==> src/rtl/counter_pkg.sv <==
// Shared definitions for the cascaded BCD-style counter.
// Holds the direction encoding and the digit clamp helper.
package counter_pkg;

    typedef enum logic {
        DIR_DN = 1'b0,
        DIR_UP = 1'b1
    } dir_e;

    // Limit a loaded digit value to the largest legal digit (radix-1).
    function automatic int unsigned clamp_digit(input int unsigned value,
                                                input int unsigned radix);
        clamp_digit = (value >= radix) ? (radix - 1) : value;
    endfunction

endpackage

==> src/rtl/count_digit.sv <==
// One digit stage of the cascade counter: modulo-RADIX up/down digit with
// synchronous clear and load. The step enable comes from the carry chain.
module count_digit
    import counter_pkg::*;
#(
    parameter int RADIX = 10,
    localparam int DW = $clog2(RADIX)
) (
    input  logic          clk,
    input  logic          clr,
    input  logic          sclr,
    input  logic          load,
    input  logic [DW-1:0] din,
    input  logic          step_en,
    input  logic          up,
    output logic [DW-1:0] q,
    output logic          tc
);

    localparam logic [DW-1:0] MAX_DIGIT = DW'(RADIX - 1);

    logic [DW-1:0] load_val;

    // Clamp out-of-range load values to the top digit value.
    always_comb begin
        load_val = DW'(clamp_digit(32'(din), 32'(RADIX)));
    end

    // Terminal count for the current direction.
    always_comb begin
        tc = (up == DIR_UP) ? (q == MAX_DIGIT) : (q == '0);
    end

    // Digit register: clear, then load, then step, else hold.
    always_ff @(posedge clk or posedge clr) begin
        if (clr) begin
            q <= '0;
        end else if (sclr) begin
            q <= '0;
        end else if (load) begin
            q <= load_val;
        end else if (step_en) begin
            if (up == DIR_UP) begin
                q <= (q == MAX_DIGIT) ? '0 : q + DW'(1);
            end else begin
                q <= (q == '0) ? MAX_DIGIT : q - DW'(1);
            end
        end
    end

endmodule

==> src/rtl/cascade_counter.sv <==
// Cascaded multi-digit counter with parallel/trickle enables, ripple carry
// output and a registered wrap pulse.
// Optional macro CASCADE_COUNTER_DOWN_EN enables down counting via up_dn;
// without it up_dn is ignored and the block counts up only.
module cascade_counter
    import counter_pkg::*;
#(
    parameter int DIGITS = 3,
    parameter int RADIX  = 10,
    localparam int DW = $clog2(RADIX)
) (
    input  logic                 clk,
    input  logic                 clr,
    input  logic                 sclr,
    input  logic                 enp,
    input  logic                 ent,
    input  logic                 load,
    input  logic [DIGITS*DW-1:0] din,
    input  logic                 up_dn,
    output logic [DIGITS*DW-1:0] qout,
    output logic                 rco,
    output logic                 wrap
);

    logic              count_en;
    logic              dir_up;
    logic [DIGITS-1:0] step_en;
    logic [DIGITS-1:0] tc;
    logic              all_tc;

`ifdef CASCADE_COUNTER_DOWN_EN
    assign dir_up = up_dn;
`else
    logic unused_up_dn;
    assign unused_up_dn = up_dn;
    assign dir_up       = DIR_UP;
`endif

    // Carry chain: a digit steps only when every lower digit is at terminal count.
    always_comb begin
        count_en   = enp & ent;
        step_en[0] = count_en;
        for (int unsigned i = 1; i < DIGITS; i++) begin
            step_en[i] = step_en[i-1] & tc[i-1];
        end
        all_tc = &tc;
        rco    = ent & all_tc;
    end

    for (genvar g = 0; g < DIGITS; g++) begin : g_digit
        count_digit #(
            .RADIX(RADIX)
        ) u_digit (
            .clk     (clk),
            .clr     (clr),
            .sclr    (sclr),
            .load    (load),
            .din     (din[g*DW +: DW]),
            .step_en (step_en[g]),
            .up      (dir_up),
            .q       (qout[g*DW +: DW]),
            .tc      (tc[g])
        );
    end

    // Wrap pulse: one cycle after a counting edge taken at full terminal count.
    always_ff @(posedge clk or posedge clr) begin
        if (clr) begin
            wrap <= 1'b0;
        end else begin
            wrap <= count_en & all_tc & ~sclr & ~load;
        end
    end

endmodule

==> config.mk <==
export PLATFORM = sky130hd
export DESIGN_NAME = cascade_counter
export DESIGN_NICKNAME = d
export VERILOG_FILES = /design/src/rtl/counter_pkg.sv /design/src/rtl/count_digit.sv /design/src/rtl/cascade_counter.sv
export SDC_FILE = /design/constraint.sdc
export NUM_CORES = 1
export LEC_CHECK = 0
export CORE_MARGIN = 2
export CORE_UTILIZATION = 47
export CTS_CLUSTER_SIZE = 25
export DETAILED_ROUTE_END_ITERATION = 6
export HOLD_SLACK_MARGIN = 0.03
export MAX_ROUTING_LAYER = met4
export PLACE_DENSITY = 0.9
export SLEW_MARGIN = 20
export SYNTH_ARGS = -nofsm -noshare
export SYNTH_HDL_FRONTEND = slang
export SYNTH_HIERARCHICAL = 1
export SYNTH_SLANG_ARGS = --single-unit
==> constraint.sdc <==
create_clock -name clk -period 2.88 [get_ports clk]
set_clock_uncertainty 0.2 [all_clocks]
set_input_delay 0.864 -clock clk [delete_from_list [all_inputs] [get_ports clk]]
set_output_delay 0.864 -clock clk [all_outputs]
set_load 0.05 [all_outputs]
# ---- After elaboration in Yosys (flattened, before gate mapping)
# Cells that the tools add are included.
# W data, S select, Z words.
dict set report totals {
  ram_bits 0
  mem_count 0
  regBits 13
  romBits 0
  latch_bits 0
  output_inout_bits 14
}
dict set report op_classes {
  bitwise 9
  shift 0
  n_mux 15
  addsub 3
  div 0
  multipliers 0
  n_lt_le_gt_ge 3
  n_reduce_logical 4
  eq_ne 3
}
# op n
set ops {}
lappend ops {{$mux W4} 15}
lappend ops {{$add A4 B1 Y4 const B} 3}
lappend ops {{$eq A4 B4 Y1 const B} 3}
lappend ops {{$ge A4 B4 Y1 const B} 3}
lappend ops {{$reduce_bool A3 Y1} 3}
lappend ops {{$and A1 B1 Y1} 7}
lappend ops {{$reduce_and A3 Y1} 1}
lappend ops {{$not A1 Y1} 2}

# ---- Longest topological paths before layout
# Gate-level depths: netlist (run 1).
dict set report depth {
  word_depth 6
  ltp_mapped 7
  depth_no_buf 6
}

# ---- Modules after synthesis
# Netlist (run 1), hierarchy kept.
# mod cells_per_inst seq_area_each_um2 area_per_inst_um2 n_inst
set modules_own_cells {}
lappend modules_own_cells {count_digit 42 100.1 361.6 3}
lappend modules_own_cells {cascade_counter 9 25.0 70.1 1}

# ---- Worst setup path after synthesis (run 1)
# OpenSTA, ideal clock, no wires.
dict set report synth_path {
  path_kind {flip-flop to output port}
  startpoint {register g_digit[0].u_digit.q[0]}
  endpoint {output port rco}
  slack_ps 27
  path_stages_with_launch 5
  t_arrival_ps 1789
  path_cell_list {dfrtp_1 -> buf_2 -> nand3_1 -> a211oi_1 -> and4_1}
}
dict set report synth_via {
  elab_chain_len 3
}
# item line_no
set synth_rtl {}
lappend synth_rtl {{from (decl)} count_digit.sv:16} ;# output logic [DW-1:0] q,
lappend synth_rtl {{from (signal assigned)} count_digit.sv:41} ;# q <= load_val;
lappend synth_rtl {{from (signal assigned)} count_digit.sv:44} ;# q <= (q == MAX_DIGIT) ? '0 : q + DW'(1);
lappend synth_rtl {{from (signal assigned)} count_digit.sv:46} ;# q <= (q == '0) ? MAX_DIGIT : q - DW'(1);
lappend synth_rtl {{$eq A4 B4 Y1} count_digit.sv:31} ;# tc = (up == DIR_UP) ? (q == MAX_DIGIT) : (q == '0);
lappend synth_rtl {{net tc[0]} cascade_counter.sv:28} ;# logic [DIGITS-1:0] tc;
lappend synth_rtl {{$reduce_and A3 Y1} cascade_counter.sv:46} ;# all_tc = &tc;
lappend synth_rtl {{$and A1 B1 Y1} cascade_counter.sv:47} ;# rco = ent & all_tc;
lappend synth_rtl {{to (decl)} cascade_counter.sv:21} ;# output logic rco,
# The timed path passes the listed nets, and every way through them passes these cells.

# ---- Worst setup path after layout (run 1)
dict set report layout_path {
  startpoint {input port ent}
  endpoint {output port rco}
}
dict set report layout_via {
  elab_chain_len 1
}
# item line_no
set layout_rtl {}
lappend layout_rtl {{from (decl)} cascade_counter.sv:16} ;# input logic ent,
lappend layout_rtl {{$and A1 B1 Y1} cascade_counter.sv:47}
# No other way between the ends.

==> impl_metrics.sql, run 1 <==
INSERT INTO impl_metrics (metric_group, metric, value, unit) VALUES
('cts', 'cts_tree', 'built', ''),
('synthesis', 'fraction_of_synthesized_cell_area_in_xor_and_xnor_cells', '6.83', '%'),
('timing', 'max_freq', '0.351', 'GHz'),
('synthesis', 'synth_top_cell_area_share', '28.2', '%'),
('drt', 'num_vias', '1271', ''),
('drt', 'wl_per_cell', '14.7', 'um'),
('synthesis', 'yosysUniqueCellTypes', '27', ''),
('power', 'vdd.ir_drop.worst', '0.237', 'mV'),
('worst_setup_path', 'worst_setup_path_end_kind', 'primary output', ''),
('synthesis', 'synth_mux_area_share', '0', '%'),
('placed_design', 'detailedPlacementHpwl', '2.42', 'mm'),
('drt', 'detail_route.iter0.violations', '30', ''),
('min_path', 'holdPathStages', '1', ''),
('die', 'horizontal_die_dimension', '53.6', 'um'),
('drt', 'routed_via_density', '5.75', ''),
('drt', 'drt-pass1-iter-count', '4', ''),
('global_routing', 'pin_count_of_the_biggest_net_entering_global_routing', '38', ''),
('cts', 'clkLatencyLatePin', '0.28', 'ns'),
('synthesis', 'combinational_family_with_the_most_area_after_synthesis', 'compound AO/OA/AOI/OAI gates', ''),
('timing', 'rsz0062_at_grt', 'false', ''),
('synthesis', 'synthDominantAreaCellType', 'sky130_fd_sc_hd__dfrtp_1', ''),
('worst_setup_path', 'worstPathRequired', '1.82', 'ns'),
('die', 'die_h', '53.6', 'um'),
('cts', 'tritoncts_num_sinks', '13', ''),
('synthesis', 'yosys.area_share.simple', '28.0', '%'),
('global_routing', 'first_global_vias', '1260', ''),
('timing', 'post_route_clock_period_utilization', '98.8', '%'),
('global_routing', 'globalRouteTotalUtil', '26.7', '%'),
('synthesis', 'yosysWarningCount', '6', ''),
('worst_setup_path', 'worst_ep_arrival_time', '1.78', 'ns'),
('synthesis', 'syn_avg_cell_area', '8.55', 'um^2'),
('timing', 'report.final.hold_viol_count', '0', ''),
('global_routing', 'gr-total-overflow', '0', ''),
('synthesis', 'synth_compound_area_share', '29.3', '%'),
('global_routing', 'grt_antenna_before_repair', '0', ''),
('die', 'top_level_ports', '33', ''),
('cts', 'path_clk_slew', '0.09', 'ns'),
('cts', 'cts-resized-gates', '0', ''),
('timing', 'final-max-slew-violation-count', '0', ''),
('drt', 'routed_wirelength', '3.25', 'mm'),
('synthesis', 'post_synthesis_register_bit_count', '13', ''),
('timing', 'fin_hold_ws', '0.479', 'ns'),
('die', 'core_area', '2280', 'um^2'),
('min_path', 'holdCritPathClass', 'flop to flop', ''),
('run_status', 'outcome', 'complete, no violations', ''),
('timing', 'setup_viol_count_final', '0', ''),
('die', 'initial_utilization', '50.7', '%'),
('timing', 'worst_slew_margin_rel', '60.9', '%'),
('synthesis', 'synthAdderAreaFrac', '0', '%'),
('timing', 'setup_tns', '0', 'ns'),
('power', 'power_density', '326', 'nW/um^2'),
('cts', 'cts-hold-fix-buffers', '0', ''),
('final_layout', 'layout.cells.most_common', 'sky130_fd_sc_hd__clkdlybuf4s50_1', ''),
('die', 'floorplan.rows', '17', ''),
('final_layout', 'most-common-layout-cells', 'sky130_fd_sc_hd__clkdlybuf4s50_1, sky130_fd_sc_hd__conb_1, sky130_fd_sc_hd__inv_1, sky130_fd_sc_hd__nand3_1, sky130_fd_sc_hd__dfrtp_1', ''),
('worst_setup_path', 'critical_path.max_fanout', '3', ''),
('power', 'leakage', '0.696', 'nW'),
('drt', 'ant_nets', '0', ''),
('timing', 'timing_worst_slew_pin_value', '0.585', 'ns'),
('synthesis', 'synthTopCellsByArea', 'sky130_fd_sc_hd__dfrtp_1, sky130_fd_sc_hd__a2111oi_2, sky130_fd_sc_hd__nand3_1', ''),
('die', 'design.die.area', '2870', 'um^2'),
('cts', 'numCtsBuffers', '3', ''),
('power', 'finalPower', '542', 'uW'),
('placed_design', 'buffer_ports.inserted', '31', ''),
('cts', 'cts_max_level', '1', ''),
('final_layout', 'fillers', '183', ''),
('synthesis', 'synth_sequential_area_ratio', '28.2', '%'),
('placed_design', 'globalplace.congestion', '0.884', ''),
('worst_setup_path', 'crit_type', 'primary input to primary output', ''),
('final_layout', 'nets', '213', ''),
('final_layout', 'ff_latch_area', '327', 'um^2');
==> synth_stat cells (all sizes together) <==
cell / n
a2111oi: 9
and4: 1
dfrtp: 13
buf: 3
inv: 16
clkbuf: 3
a31oi: 3
xor2: 6
a211o: 6
nor3: 9
xnor2: 3
a311oi: 6
nand3: 12
nor2: 4
a21boi: 3
and3: 6
a211oi: 3
nor2b: 3
nor4: 3
or3b: 3
and4b: 3
o21bai: 3
and2: 1
o21ai: 6
or3: 6
conb: 1
==> where the power goes <==
group	total, mW	internal [mW]	switching (mW)
combinational	0.205	0.0883	0.117
clock	0.116	0.0537	0.0619
sequential	0.221	0.194	0.0274
==> registers in the layout (all words and copies together), names as in the netlist <==
register and flops:
wrap 1, g_digit.u_digit/q 12
==> worst paths after layout <==
path	from	to	slack [ns]
worst max-delay path	ent	rco	0.03
worst min-delay path	g_digit[2].u_digit/q[3]	g_digit[2].u_digit/q[3]	0.48
worst max register to register	g_digit[0].u_digit/q[3]	g_digit[1].u_digit/q[1]	0.65
worst min register to register	g_digit[2].u_digit/q[3]	g_digit[2].u_digit/q[3]	0.48
max in group asynchronous	clr	g_digit[1].u_digit/q[0]	1.60
min in group asynchronous	clr	wrap	0.64
==> final cells by class <==
type | count | share of cell area (%)
multi-input combinational | 123 | 50.3
timing repair buffer | 37 | 22.7
sequential | 13 | 19.7
inverter | 16 | 3.61
tap | 28 | 2.11
clock buffer | 4 | 1.58
==> layer usage <==
layer | track usage, % | wire length [um] | up-vias
li1 | - | - | 614
met3 | 3.89 | 183 | 6
met5 | - | 0 | -
met2 | 46.3 | 1680 | 46
met1 | 31.6 | 1350 | 605
met4 | 8.97 | 39 | 0
==> logic make-up (layout without fill, tap and decap cells) <==
group                     count (synthesis)  after routing
and+or+nand+nor                          51             51
other                                     1             24
AOI/OAI and AO/OA                        39             39
buffers and inverters                    22             57
xor gates and xnor gates                  9              9
DFF                                      13             13
==> critical path: stages <==
cell and delay (ns):
sky130_fd_sc_hd__clkdlybuf4s50_1 0.49, sky130_fd_sc_hd__and4_2 0.28, sky130_fd_sc_hd__buf_12 0.15
==> through the flow <==
| stage | instance area [um^2] | utilization, % | std cells | worst slack, ns |
|---|---|---|---|---|
| finish | 1660 | 73.0 | 221 | 0.0340 |
| global route | 1660 | 73.0 | 221 | 0.00286 |
| CTS | 1650 | 72.7 | 221 | 0.0185 |
| detailed placement | 1630 | 71.5 | 217 | 0.0443 |
| global placement | 1630 | 71.5 | 217 | 0.0536 |
| floorplan | 1240 | - | 158 | 0.0267 |
No activity file was read; power rests on OpenSTA's default activity.
==> inputs of run 2 (changes only) <==
--- a/config.mk
+++ b/config.mk
@@ -10,7 +10,6 @@
 export CTS_CLUSTER_SIZE = 25
 export DETAILED_ROUTE_END_ITERATION = 6
 export HOLD_SLACK_MARGIN = 0.03
-export MAX_ROUTING_LAYER = met4
 export PLACE_DENSITY = 0.9
 export SLEW_MARGIN = 20
 export SYNTH_ARGS = -nofsm -noshare
==> impl_metrics.sql, run 2 (synthesized netlist as in run 1, its figures left out) <==
INSERT INTO impl_metrics (metric_group, metric, value, unit) VALUES
('final_layout', 'reg.largest.list', 'g_digit.u_digit/q: 12 flops, wrap: 1 flops', ''),
('worst_setup_path', 'startpoint', 'ent', ''),
('final_layout', 'layout.cells.most_common', 'sky130_fd_sc_hd__clkdlybuf4s50_1', ''),
('die', 'horizontal_die_dimension', '53.6', 'um'),
('placed_design', 'buffer_ports.inserted', '31', ''),
('cts', 'cts_root_buffer', 'sky130_fd_sc_hd__clkbuf_4', ''),
('timing', 'rsz0062_at_grt', 'false', ''),
('die', 'die_h', '53.6', 'um'),
('cts', 'cts-hold-fix-buffers', '0', ''),
('power', 'leakage', '0.696', 'nW'),
('final_layout', 'nets', '213', ''),
('worst_setup_path', 'worstPathRequired', '1.82', 'ns'),
('cts', 'cts_tree', 'built', ''),
('timing', 'fin_hold_ws', '0.477', 'ns'),
('cts', 'ctsLongestPathBuffers', '2', ''),
('drt', 'detail_route.iter0.violations', '39', ''),
('die', 'design.die.area', '2870', 'um^2'),
('final_layout', 'regMostFlops', 'g_digit.u_digit/q', ''),
('timing', 'setup_tns', '0', 'ns'),
('final_layout', 'final_standard_cell_area_without_fillers', '1660', 'um^2'),
('final_layout', 'most-common-layout-cells', 'sky130_fd_sc_hd__clkdlybuf4s50_1, sky130_fd_sc_hd__conb_1, sky130_fd_sc_hd__inv_1, sky130_fd_sc_hd__nand3_1, sky130_fd_sc_hd__dfrtp_1', ''),
('final_layout', 'fillers', '183', ''),
('drt', 'routed_via_density', '5.73', ''),
('final_layout', 'largest_register_ffs', '12', ''),
('flow_run', 'maxCapViolations', '0', ''),
('power', 'power_density', '326', 'nW/um^2'),
('drt', 'drt_drc_violations_left', '0', ''),
('cts', 'cts_max_level', '1', ''),
('run_status', 'outcome', 'complete, no violations', ''),
('timing', 'setup_viol_count_final', '0', ''),
('die', 'floorplan.rows', '17', ''),
('min_path', 'timing.hold.worst.start', 'g_digit[2].u_digit/q[3]', ''),
('timing', 'worst_slew_margin_rel', '60.1', '%'),
('worst_setup_path', 'crit_type', 'primary input to primary output', ''),
('final_layout', 'final_core_utilization', '73.0', '%'),
('drt', 'drt-pass1-iter-count', '4', ''),
('placed_design', 'globalplace.congestion', '0.870', ''),
('die', 'initial_utilization', '50.7', '%'),
('cts', 'path_clk_slew', '0.09', 'ns'),
('worst_setup_path', 'critical_path.max_fanout', '3', ''),
('global_routing', 'grt_pass1_wl', '5.47', 'mm'),
('timing', 'setup_slack', '0.0338', 'ns'),
('cts', 'clkLatencyLatePin', '0.28', 'ns'),
('global_routing', 'first_global_vias', '1251', ''),
('final_layout', 'antenna_cells', '0', ''),
('worst_setup_path', 'worst_r2r_startpoint', 'g_digit[0].u_digit/q[3]', ''),
('die', 'top_level_ports', '33', ''),
('final_layout', 'post_layout_nonfiller_instances', '221', ''),
('drt', 'routed_wirelength', '3.22', 'mm'),
('final_layout', 'p_r_area_growth_vs_syn', '43.9', '%'),
('placed_design', 'dp.cells', '217', ''),
('timing', 'max_freq', '0.351', 'GHz'),
('global_routing', 'gr-total-overflow', '0', ''),
('worst_setup_path', 'startpoint_type', 'primary input', ''),
('power', 'finalPower', '541', 'uW'),
('power', 'vdd.ir_drop.worst', '0.236', 'mV'),
('global_routing', 'globalRouteTotalUtil', '26.0', '%'),
('placed_design', 'place_ws', '0.0443', 'ns'),
('cts', 'tritoncts_num_sinks', '13', ''),
('final_layout', 'drive_gt1_share', '11.4', '%'),
('placed_design', 'place_area', '1630', 'um^2'),
('cts', 'numCtsBuffers', '3', ''),
('timing', 'report.final.hold_viol_count', '0', ''),
('global_routing', 'pin_count_of_the_biggest_net_entering_global_routing', '38', ''),
('placed_design', 'detailedPlacementHpwl', '2.42', 'mm'),
('timing', 'timing_worst_slew_pin_value', '0.597', 'ns'),
('drt', 'wl_per_cell', '14.6', 'um'),
('timing', 'final-max-slew-violation-count', '0', ''),
('drt', 'ant_nets', '0', ''),
('min_path', 'holdCritPathClass', 'flop to flop', ''),
('drt', 'num_vias', '1266', ''),
('die', 'core_area', '2280', 'um^2'),
('timing', 'post_route_clock_period_utilization', '98.8', '%'),
('worst_setup_path', 'worst_setup_path_end_kind', 'primary output', ''),
('timing', 'finalWorstPathRequiredPeriod', '2.85', 'ns'),
('global_routing', 'grt_antenna_before_repair', '0', ''),
('worst_setup_path', 'worst_ep_arrival_time', '1.78', 'ns');
[run 2: cell counts in the layout (fill, tap and decap cells not counted)]
Identical to the previous run, type by type.
[run 2: what timing repair did]
action | in CTS | in global routing
setup buffers | 0 | 0
setup endpoints to repair | 0 | 2
resized for setup | 0 | 3
[run 2: per-layer routing]
metal,global-route usage (%),part of all wire [%]
met1,31.6,41
met2,46.3,51
met3,4.17,6.5
met4,8.97,1.6
met5,0,0
[run 2: final timing paths]
check	end	slack, ns	cells past startpoint
worst max-delay path	rco	0.03	3
worst min-delay path	g_digit[2].u_digit/q[3]	0.48	1
worst max register to register	g_digit[1].u_digit/q[1]	0.66	6
worst min register to register	g_digit[2].u_digit/q[3]	0.48	1
max in group asynchronous	g_digit[1].u_digit/q[0]	1.61	2
min in group asynchronous	wrap	0.64	2
[run 2: where the power goes]
| part | leakage (nW) | switching [mW] | total (mW) | internal, mW |
|---|---|---|---|---|
| sequential | 0.171 | 0.0272 | 0.221 | 0.194 |
| combinational | 0.510 | 0.117 | 0.205 | 0.0883 |
| clock | 0.0150 | 0.0611 | 0.115 | 0.0537 |
| total | 0.696 | 0.205 | 0.541 | 0.336 |
[run 2: worst max-delay path: stages]
cell and delay, ns:
sky130_fd_sc_hd__clkdlybuf4s50_1 0.49, sky130_fd_sc_hd__and4_2 0.28, sky130_fd_sc_hd__buf_12 0.15
[run 2: cell type report]
cell class	instances	area (um^2)	share of cell area, %
multi-input combinational	123	836	50.3
timing repair buffer	37	378	22.7
sequential	13	327	19.7
inverter	16	60.1	3.61
tap	28	35.0	2.11
clock buffer	4	26.3	1.58
==> inputs of run 3 (changes only) <==
--- a/config.mk
+++ b/config.mk
@@ -6,13 +6,12 @@
 export NUM_CORES = 1
 export LEC_CHECK = 0
 export CORE_MARGIN = 2
-export CORE_UTILIZATION = 47
+export CORE_UTILIZATION = 44
 export CTS_CLUSTER_SIZE = 25
 export DETAILED_ROUTE_END_ITERATION = 6
 export HOLD_SLACK_MARGIN = 0.03
-export PLACE_DENSITY = 0.9
+export PLACE_DENSITY = 0.89
 export SLEW_MARGIN = 20
 export SYNTH_ARGS = -nofsm -noshare
 export SYNTH_HDL_FRONTEND = slang
-export SYNTH_HIERARCHICAL = 1
 export SYNTH_SLANG_ARGS = --single-unit
==> impl_metrics.sql, run 3 <==
INSERT INTO impl_metrics (metric_group, metric, value, unit) VALUES
('run_status', 'outcome', 'complete, no violations', ''),
('min_path', 'holdCritPathClass', 'flop to flop', ''),
('timing', 'final-max-slew-violation-count', '0', ''),
('timing', 'timing_worst_slew_pin_value', '0.516', 'ns'),
('timing', 'setup_tns', '0', 'ns'),
('final_layout', 'drive_gt1_share', '8.33', '%'),
('timing', 'fin_hold_ws', '0.425', 'ns'),
('synthesis', 'yosysUniqueCellTypes', '37', ''),
('worst_setup_path', 'crit_type', 'primary input to primary output', ''),
('final_layout', 'nets', '170', ''),
('final_layout', 'layout.cells.most_common', 'sky130_fd_sc_hd__clkdlybuf4s50_1', ''),
('worst_setup_path', 'critical_path.max_fanout', '3', ''),
('timing', 'finalWorstPathRequiredPeriod', '2.79', 'ns'),
('drt', 'drt_drc_violations_left', '0', ''),
('cts', 'ctsLongestPathBuffers', '2', ''),
('drt', 'num_vias', '1019', ''),
('synthesis', 'post_synth_most_frequent_cells', 'sky130_fd_sc_hd__dfrtp_1, sky130_fd_sc_hd__nand2_1, sky130_fd_sc_hd__a21oi_1, sky130_fd_sc_hd__inv_1', ''),
('synthesis', 'synth_top_cell_area_share', '33.9', '%'),
('worst_setup_path', 'worst_ep_arrival_time', '1.72', 'ns'),
('synthesis', 'synth_sequential_area_ratio', '33.9', '%'),
('global_routing', 'grt_pass1_wl', '4.28', 'mm'),
('final_layout', 'most-common-layout-cells', 'sky130_fd_sc_hd__clkdlybuf4s50_1, sky130_fd_sc_hd__dfrtp_1, sky130_fd_sc_hd__nand2_1, sky130_fd_sc_hd__a21oi_1, sky130_fd_sc_hd__inv_1', ''),
('drt', 'detail_route.iter0.violations', '29', ''),
('synthesis', 'synth_enable_flop_cells', '0', ''),
('synthesis', 'yosysWarningCount', '0', ''),
('worst_setup_path', 'worstPathRequired', '1.82', 'ns'),
('die', 'initial_utilization', '48.0', '%'),
('cts', 'clkLatencyLatePin', '0.28', 'ns'),
('worst_setup_path', 'path_cells', 'clkdlybuf4s50_1, inv_1, nor2_2, buf_12', ''),
('power', 'power_density', '358', 'nW/um^2'),
('synthesis', 'syn_avg_cell_area', '8.66', 'um^2'),
('drt', 'routed_wirelength', '2.47', 'mm'),
('synthesis', 'post_synthesis_register_bit_count', '13', ''),
('placed_design', 'detailedPlacementHpwl', '1.81', 'mm'),
('die', 'design.die.area', '2570', 'um^2'),
('die', 'core_area', '2000', 'um^2'),
('global_routing', 'pin_count_of_the_biggest_net_entering_global_routing', '15', ''),
('synthesis', 'yosysMostFrequentCell', 'sky130_fd_sc_hd__dfrtp_1', ''),
('cts', 'numCtsBuffers', '3', ''),
('drt', 'drt-pass1-iter-count', '4', ''),
('cts', 'tritoncts_num_sinks', '13', ''),
('synthesis', 'yosys_most_used_dff', 'sky130_fd_sc_hd__dfrtp_1', ''),
('synthesis', 'netlist_instances', '111', ''),
('die', 'die_h', '50.7', 'um'),
('final_layout', 'largest_register_ffs', '12', ''),
('die', 'floorplan.rows', '16', ''),
('synthesis', 'synthTopCellsByArea', 'sky130_fd_sc_hd__dfrtp_1, sky130_fd_sc_hd__ha_1, sky130_fd_sc_hd__a21oi_1', ''),
('synthesis', 'synth_async_sr_flop_share', '100', '%'),
('worst_setup_path', 'startpoint_type', 'primary input', ''),
('synthesis', 'synth.net_count', '136', ''),
('cts', 'cts_root_buffer', 'sky130_fd_sc_hd__clkbuf_4', ''),
('synthesis', 'synthDominantAreaCellType', 'sky130_fd_sc_hd__dfrtp_1', ''),
('placed_design', 'place_ws', '0.104', 'ns'),
('final_layout', 'reg.largest.list', 'g_digit.u_digit.q: 12 flops, wrap: 1 flops', ''),
('synthesis', 'syn_area', '961', 'um^2'),
('global_routing', 'grt_antenna_before_repair', '0', ''),
('worst_setup_path', 'ff2ff_setup_slack', '0.96', 'ns'),
('drt', 'ant_nets', '0', ''),
('power', 'leakage', '0.547', 'nW'),
('global_routing', 'gr-total-overflow', '0', ''),
('final_layout', 'p_r_area_growth_vs_syn', '39.5', '%'),
('drt', 'routed_via_density', '5.96', ''),
('timing', 'setup_slack', '0.0923', 'ns'),
('timing', 'max_freq', '0.359', 'GHz'),
('drt', 'wl_per_cell', '14.4', 'um'),
('worst_setup_path', 'critical_path.slowest_cell', 'sky130_fd_sc_hd__clkdlybuf4s50_1', ''),
('timing', 'rsz0062_at_grt', 'false', ''),
('timing', 'post_route_clock_period_utilization', '96.8', '%'),
('timing', 'setup_viol_count_final', '0', ''),
('timing', 'worst_slew_margin_rel', '65.6', '%'),
('cts', 'cts-hold-fix-buffers', '0', ''),
('cts', 'path_clk_slew', '0.08', 'ns'),
('placed_design', 'globalplace.congestion', '0.838', ''),
('flow_run', 'maxCapViolations', '0', ''),
('die', 'horizontal_die_dimension', '50.7', 'um'),
('final_layout', 'regMostFlops', 'g_digit.u_digit.q', ''),
('final_layout', 'fillers', '167', ''),
('worst_setup_path', 'worst_setup_path_end_kind', 'primary output', ''),
('timing', 'report.final.hold_viol_count', '0', ''),
('global_routing', 'first_global_vias', '976', ''),
('cts', 'cts_max_level', '1', ''),
('worst_setup_path', 'critPathMaxStageDelay', '0.50', 'ns'),
('placed_design', 'buffer_ports.inserted', '31', ''),
('cts', 'cts_tree', 'built', ''),
('final_layout', 'antenna_cells', '0', ''),
('global_routing', 'globalRouteTotalUtil', '21.5', '%'),
('die', 'top_level_ports', '33', ''),
('power', 'vdd.ir_drop.worst', '0.285', 'mV');
## run 3: cell types whose count changed after synthesis, moves of 7 or more
cell	before	now
sky130_fd_sc_hd__nand2_1	0	10
sky130_fd_sc_hd__inv_1	16	8
sky130_fd_sc_hd__a21oi_1	0	9
sky130_fd_sc_hd__nor3_1	9	2
sky130_fd_sc_hd__nand3_1	12	4
## run 3: worst paths after layout
check	from	to	cells after the start
worst min-delay path	g_digit[2].u_digit.q[3]	g_digit[2].u_digit.q[3]	2
worst max register to register	g_digit[0].u_digit.q[0]	g_digit[1].u_digit.q[3]	5
min in group asynchronous	clr	g_digit[0].u_digit.q[0]	2
max in group asynchronous	clr	g_digit[1].u_digit.q[0]	2
worst max-delay path	ent	rco	4
worst min register to register	g_digit[2].u_digit.q[3]	g_digit[2].u_digit.q[3]	2
## run 3: stage by stage
step | std cells | cell area (um^2) | utilization (%) | power, mW
2_1_floorplan | 111 | 963 | - | 0.300
3_3_place_gp | 167 | 1310 | 65.6 | 0.360
3_5_place_dp | 167 | 1310 | 65.6 | 0.365
4_1_cts | 171 | 1340 | 66.9 | 0.481
5_1_grt | 171 | 1340 | 66.9 | 0.508
6_report | 171 | 1340 | 66.9 | 0.480
## run 3: logic make-up after synthesis
logic type      share of synthesized area (%)
fa+ha+maj                                7.81
flops                                    33.9
mux                                      1.04
xor+xnor                                0.912
buf+inv                                  5.99
compound gates                           22.0
simple gates                             28.4
## run 3: routing by layer
metal	GRT usage (%)	part of all wire [%]	vias to the layer above
li1	-	-	479
met1	25.6	43	497
met2	39.0	51	41
met3	4.46	5.5	2
met4	5.86	0.40	0
met5	0	0	-
## run 3: worst max-delay path: cells and delay by family
kind,cells,cell delay [ns]
buffers and inverters,3,0.71
AND/OR/NAND/NOR,1,0.15
## run 3: where the power goes
| group | switching, mW | total (mW) | internal, mW |
|---|---|---|---|
| clock | 0.0632 | 0.117 | 0.0537 |
| sequential | 0.0176 | 0.211 | 0.193 |
| combinational | 0.0861 | 0.152 | 0.0657 |
| total | 0.167 | 0.480 | 0.313 |
## run 3: final cells by class
| class | instances | area (um^2) | area share, % |
|---|---|---|---|
| tap | 27 | 33.8 | 2.52 |
| timing repair buffer | 34 | 343 | 25.6 |
| multi-input combinational | 85 | 582 | 43.4 |
| clock buffer | 4 | 26.3 | 1.96 |
| sequential | 13 | 325 | 24.3 |
| inverter | 8 | 30.0 | 2.24 |
## run 3: timing repair
| item | in CTS | in global routing |
|---|---|---|
| setup endpoints to repair | 0 | 1 |
| buffers inserted | 0 | 0 |
| resized for setup | 0 | 1 |
